### src/rtl/pll_dps_pkg.sv
// Shared types and PHASESEL/PHASEDIR encodings for the ECP5 EHXPLLL dynamic phase stepper.
package pll_dps_pkg;

  typedef enum logic [2:0] {
    ST_IDLE,
    ST_SETUP,
    ST_PULSE,
    ST_GAP,
    ST_DONE,
    ST_ABORT
  } dps_state_e;

  localparam logic [1:0] SEL_CLKOS  = 2'b00;
  localparam logic [1:0] SEL_CLKOS2 = 2'b01;
  localparam logic [1:0] SEL_CLKOS3 = 2'b10;
  localparam logic [1:0] SEL_CLKOP  = 2'b11;

  localparam logic DIR_LAG  = 1'b0;
  localparam logic DIR_LEAD = 1'b1;

  function automatic int unsigned max3(input int unsigned a, input int unsigned b,
                                       input int unsigned c);
    int unsigned m;
    m = (a > b) ? a : b;
    return (m > c) ? m : c;
  endfunction

endpackage

### src/rtl/sync_2ff.sv
// Generic two-flop synchronizer with synchronous active-high reset to zero.
module sync_2ff #(
  parameter int unsigned WIDTH = 1
) (
  input  logic             clk,
  input  logic             rst,
  input  logic [WIDTH-1:0] d,
  output logic [WIDTH-1:0] q
);

  logic [WIDTH-1:0] meta_q;
  logic [WIDTH-1:0] sync_q;

  always_ff @(posedge clk) begin
    if (rst) begin
      meta_q <= '0;
      sync_q <= '0;
    end else begin
      meta_q <= d;
      sync_q <= meta_q;
    end
  end

  assign q = sync_q;

endmodule

### src/rtl/pll_phase_stepper.sv
// Issues timed PHASESEL/PHASEDIR/PHASESTEP sequences to an ECP5 EHXPLLL and aborts on lock loss.
import pll_dps_pkg::*;

module pll_phase_stepper #(
  parameter int unsigned SETUP_CYC = 4,
  parameter int unsigned PULSE_CYC = 4,
  parameter int unsigned GAP_CYC   = 8,
  parameter int unsigned STEP_W    = 8
) (
  input  logic              clk,
  input  logic              rst,
  input  logic              locked_i,
  input  logic              req_valid,
  output logic              req_ready,
  input  logic [1:0]        req_sel,
  input  logic              req_dir,
  input  logic [STEP_W-1:0] req_steps,
  output logic              busy,
  output logic              done,
  output logic              err_unlock,
  output logic [STEP_W-1:0] steps_done,
  output logic              locked_sync,
  output logic [1:0]        phasesel,
  output logic              phasedir,
  output logic              phasestep
);

  localparam int unsigned MAX_CYC = max3(SETUP_CYC, PULSE_CYC, GAP_CYC);
  localparam int unsigned CNT_W   = (MAX_CYC > 1) ? $clog2(MAX_CYC) : 1;

  localparam logic [CNT_W-1:0] SETUP_LD = CNT_W'(SETUP_CYC - 1);
  localparam logic [CNT_W-1:0] PULSE_LD = CNT_W'(PULSE_CYC - 1);
  localparam logic [CNT_W-1:0] GAP_LD   = CNT_W'(GAP_CYC - 1);

  dps_state_e        state_q, state_d;
  logic [CNT_W-1:0]  cnt_q, cnt_d;
  logic [STEP_W-1:0] count_q, count_d;
  logic [STEP_W-1:0] steps_done_q, steps_done_d;
  logic [1:0]        sel_q, sel_d;
  logic              dir_q, dir_d;
  logic              step_q, step_d;
  logic              busy_q, busy_d;
  logic              done_q, done_d;
  logic              err_q, err_d;
  logic              locked_s;
  logic              accept;

  sync_2ff #(
    .WIDTH(1)
  ) u_lock_sync (
    .clk(clk),
    .rst(rst),
    .d  (locked_i),
    .q  (locked_s)
  );

  assign req_ready = (state_q == ST_IDLE) & locked_s & ~rst;
  assign accept    = req_valid & req_ready;

  always_comb begin
    state_d      = state_q;
    cnt_d        = cnt_q;
    count_d      = count_q;
    steps_done_d = steps_done_q;
    sel_d        = sel_q;
    dir_d        = dir_q;

    unique case (state_q)
      ST_IDLE: begin
        if (accept) begin
          sel_d        = req_sel;
          dir_d        = req_dir;
          count_d      = req_steps;
          steps_done_d = '0;
          if (req_steps == '0) begin
            state_d = ST_DONE;
            cnt_d   = '0;
          end else begin
            state_d = ST_SETUP;
            cnt_d   = SETUP_LD;
          end
        end
      end
      ST_SETUP, ST_PULSE, ST_GAP: begin
        // Lock loss wins over every timed transition, so a pulse ending in
        // this cycle is dropped and never counted.
        if (!locked_s) begin
          state_d = ST_ABORT;
          cnt_d   = '0;
        end else if (cnt_q != '0) begin
          cnt_d = cnt_q - 1'b1;
        end else if (state_q == ST_SETUP) begin
          state_d = ST_PULSE;
          cnt_d   = PULSE_LD;
        end else if (state_q == ST_PULSE) begin
          state_d      = ST_GAP;
          cnt_d        = GAP_LD;
          steps_done_d = steps_done_q + 1'b1;
        end else if (steps_done_q < count_q) begin
          state_d = ST_PULSE;
          cnt_d   = PULSE_LD;
        end else begin
          state_d = ST_DONE;
          cnt_d   = '0;
        end
      end
      ST_DONE, ST_ABORT: begin
        state_d = ST_IDLE;
        cnt_d   = '0;
      end
      default: begin
        state_d = ST_IDLE;
        cnt_d   = '0;
      end
    endcase

    // Outputs are registered from the next state so they align with the state itself.
    step_d = (state_d == ST_PULSE);
    busy_d = (state_d == ST_SETUP) | (state_d == ST_PULSE) | (state_d == ST_GAP);
    done_d = (state_d == ST_DONE);
    err_d  = (state_d == ST_ABORT);
  end

  always_ff @(posedge clk) begin
    if (rst) begin
      state_q      <= ST_IDLE;
      cnt_q        <= '0;
      count_q      <= '0;
      steps_done_q <= '0;
      sel_q        <= '0;
      dir_q        <= 1'b0;
      step_q       <= 1'b0;
      busy_q       <= 1'b0;
      done_q       <= 1'b0;
      err_q        <= 1'b0;
    end else begin
      state_q      <= state_d;
      cnt_q        <= cnt_d;
      count_q      <= count_d;
      steps_done_q <= steps_done_d;
      sel_q        <= sel_d;
      dir_q        <= dir_d;
      step_q       <= step_d;
      busy_q       <= busy_d;
      done_q       <= done_d;
      err_q        <= err_d;
    end
  end

  assign busy        = busy_q;
  assign done        = done_q;
  assign err_unlock  = err_q;
  assign steps_done  = steps_done_q;
  assign locked_sync = locked_s;
  assign phasesel    = sel_q;
  assign phasedir    = dir_q;
  assign phasestep   = step_q;

endmodule

### config.mk
export PLATFORM = sky130hd
export DESIGN_NAME = pll_phase_stepper
export DESIGN_NICKNAME = d
export VERILOG_FILES = /design/src/rtl/pll_dps_pkg.sv /design/src/rtl/sync_2ff.sv /design/src/rtl/pll_phase_stepper.sv
export SDC_FILE = /design/constraint.sdc
export NUM_CORES = 1
export LEC_CHECK = 0
export BUFFER_PORTS_ARGS = -buffer_cell sky130_fd_sc_hd__buf_2
export CORE_MARGIN = 5
export CORE_UTILIZATION = 30
export CTS_BUF_LIST = sky130_fd_sc_hd__clkbuf_16
export CTS_CLUSTER_SIZE = 14
export DETAILED_ROUTE_END_ITERATION = 8
export PLACE_DENSITY = 0.48
export SYNTH_ARGS = -nofsm -noshare
export SYNTH_HDL_FRONTEND = slang
export SYNTH_SLANG_ARGS = --single-unit
### constraint.sdc
create_clock -name clk -period 2.2 [get_ports clk]
set_clock_uncertainty 0.2 [all_clocks]
set_input_delay 0 -clock clk [delete_from_list [all_inputs] [get_ports clk]]
set_output_delay 0 -clock clk [all_outputs]
set_load 0.02 [all_outputs]
==> metrics.txt <==
Initial Utilization 31.3%; largest net degree at the start of global routing 23; cell taking the most area after synthesis dfxtp_1; Synth top area share roughly two fifths; Final Max Slew Viols 0; H-tree level count 2; grt ovf 0; Post-Synthesis Cells approximately 190; DRT Wirelength 3990 um; via/cell ratio approximately 4.7; drt drc 0; Netlist cell types 42; # diodes 0; Bufs on Longest Clock Path 2; layout cells sized above 1 around 19%; drt first pass iters 4; Max Cap Violations 0; synthesized flop and latch total 31; leak pwr about 0.9 nW; Worst-Margin Slew 0.458 ns; placer congestion estimate around 0.80; IO Count 32; min-delay src req_valid; vias in the first global route 1420; clock-pin slew on the worst setup and hold paths roughly 0.05 ns; peak supply drop around 0.27 mV; pwr/cell area 684 mW/mm^2; setup TNS 0 ns; Yosys warnings 0; Avg WL per Cell between 10 and 15 um; Critical Path Source cnt_q[0]$_SDFFE_PP0P_; # Post-CTS Setup Buffers 0; # port buffers 31; Layout Nets ~260; RSZ-0062 raised after global routing no; final hold violation count 0; worst min-delay path category in2reg; Finish-stage setup viols 0; Tcrit/Tclk final 94.9%; commonest non-fill, non-tap cell in the layout buf_2; area grow syn2layout 33.0%; Tmin final between 2 and 2.5 ns; most frequent cells in the layout buf_2, dfxtp_1, nand2_1, nor2_1, dlygate4sd3_1; worst relative slew slack a little over two thirds; die width roughly 83 um; post-synth net total between 200 and 250; Critical Path Source Type register; antenna viol nets, final 0; post-synthesis cell area ~0.0016 sq mm; critical path class reg2reg; Multi-input gate area roughly 900 sq um; core area between 0.005 and 0.006 sq mm; HPWL after DPL around 2900 um; Setup crit end kind register; CP arrival 2.09 ns; Critical Path RT approximately 2.2 ns; Max Freq ~0.48 GHz; CTS tree built; Die Ht about 83 um; filler cell count between 500 and 600; Skew-Pair Late Insertion Delay around 0.27 ns; number of DRC markers in iteration 0 58; Reg-to-Reg Start cnt_q[0]$_SDFFE_PP0P_; status finished clean; area of the die 0.00696 sq mm; Num Clock Sinks 31; via count roughly 1400; number of CTS-inserted buffers 5; register area share after synthesis between 30% and 40%; Syn Area/Cell approximately 8.5 sq um; synth top area cells dfxtp_1, ha_1, nand2_1; Rows 26; clock root buffer master clkbuf_16; fin util about 42%; first-pass GRT wire length around 6900 um; initial antenna violation count 0; Register Area between 600 and 700 sq um; Max FO, Critical Path 6; Tot GR Track Use between 10 and 15%
-- kinds of logic (layout without fill, tap and decap cells) --
logic type / after synthesis / count (layout) / synth area share, %
AND/OR/NAND/NOR: 79 / 79 / 24.8
AO/OA/AOI/OAI: 46 / 46 / 20.4
flip-flops: 31 / 31 / 38.4
buffers and inverters: 18 / 66 / 4.80
adder cells (fa/ha/maj): 10 / 10 / 7.74
XOR/XNOR: 6 / 6 / 3.25
multiplexers: 1 / 1 / 0.619
-- cell type report --
| cell class | count | area share, % |
|---|---|---|
| Clock buffer | 5 | 5.82 |
| Clock inverter | 3 | 1.80 |
| Inverter | 10 | 1.75 |
| Multi-Input combinational cell | 142 | 42.8 |
| Sequential cell | 31 | 28.9 |
| Tap cell | 70 | 4.07 |
| Timing Repair Buffer | 48 | 14.8 |
-- synthesized netlist by cell type --
library cell  number
o2111ai_1          2
nand2_1           25
a21boi_0           1
a22o_1             1
nand4_1            1
clkbuf_1           5
and4b_1            1
o2111a_1           1
o21a_1             1
inv_1             10
buf_6              1
nand3b_1           1
nor3b_1            2
xor2_1             2
and4bb_1           1
o21ai_1            5
a211oi_1           3
o21ai_0            6
nor2b_1            6
nor2_1            17
nor2_2             1
a221o_1            2
and3_1             2
buf_2              2
nor3_1             5
a21oi_1            8
o211ai_1           1
mux2i_1            1
nand3_1            2
a31oi_1            3
xnor2_1            4
dfxtp_1           31
o31ai_1            7
or4_1              2
and3b_1            2
o32a_4             1
a211oi_2           1
nand2b_1           8
or3_1              3
a21o_1             2
a21bo_1            1
ha_1              10
-- routing by layer --
metal | share of wire (%) | GRT usage [%] | routed length (um)
met1 | 48 | 15.4 | 1910
met5 | 0 | 0 | 0
met4 | 1.3 | 4.46 | 50
met3 | 4.9 | 4.36 | 194
met2 | 46 | 19.5 | 1830
-- per-stage QoR --
stage | area, sq um | power, W | worst slack [ns] | instances | hold slack [ns]
after floorplan | 1620 | 0.000656 | 0.135 | 191 | -0.0915
after global placement | 1840 | 0.000692 | 0.0656 | 287 | 0.00499
after detailed placement | 1840 | 0.000690 | 0.0354 | 287 | 0.00976
after CTS | 2150 | 0.00149 | 0.0300 | 309 | 0.0841
after global routing | 2150 | 0.00154 | 0.00919 | 309 | 0.104
final | 2150 | 0.00147 | 0.111 | 309 | 0.0926
-- critical path, cell delays in order (launching register included) --
cell and delay, ns:
dfxtp_2 0.33, inv_1 0.06, ha_2 0.21, and3b_1 0.17, a22o_1 0.23, o32a_4 0.34, a221o_1 0.34, a211oi_2 0.13
-- final timing paths --
| kind | endpoint | slack [ns] | depth (start not counted) |
|---|---|---|---|
| max | busy$_SDFF_PP0_ | 0.11 | 7 |
| min | cnt_q[0]$_SDFFE_PP0P_ | 0.09 | 5 |
| max reg2reg | busy$_SDFF_PP0_ | 0.11 | 7 |
| min reg2reg | u_lock_sync.q$_SDFF_PP0_ | 0.23 | 1 |
-- repair_timing --
| item | 4_1_cts | 5_1_grt |
|---|---|---|
| endpoints found under the setup margin | 0 | 1 |
| resized for setup | 0 | 2 |
| hold buffers | 14 | 0 |
| hold endpoints to repair | 16 | 0 |
-- where the power goes --
group	internal [W]	leakage [nW]	switching, W
sequential	0.000572	0.251	0.00000720
clock	0.000527	0.0812	0.000245
combinational	0.0000575	0.551	0.0000623
total	0.00116	0.883	0.000314
-- sequential cells by signal (all words and copies together) (netlist names) --
signal              count
count_q                 8
steps_done              8
cnt_q                   3
state_q                 3
phasesel                2
busy                    1
done                    1
err_unlock              1
phasedir                1
phasestep               1
u_lock_sync.meta_q      1
u_lock_sync.q           1
(Power assumes the default switching activity.)
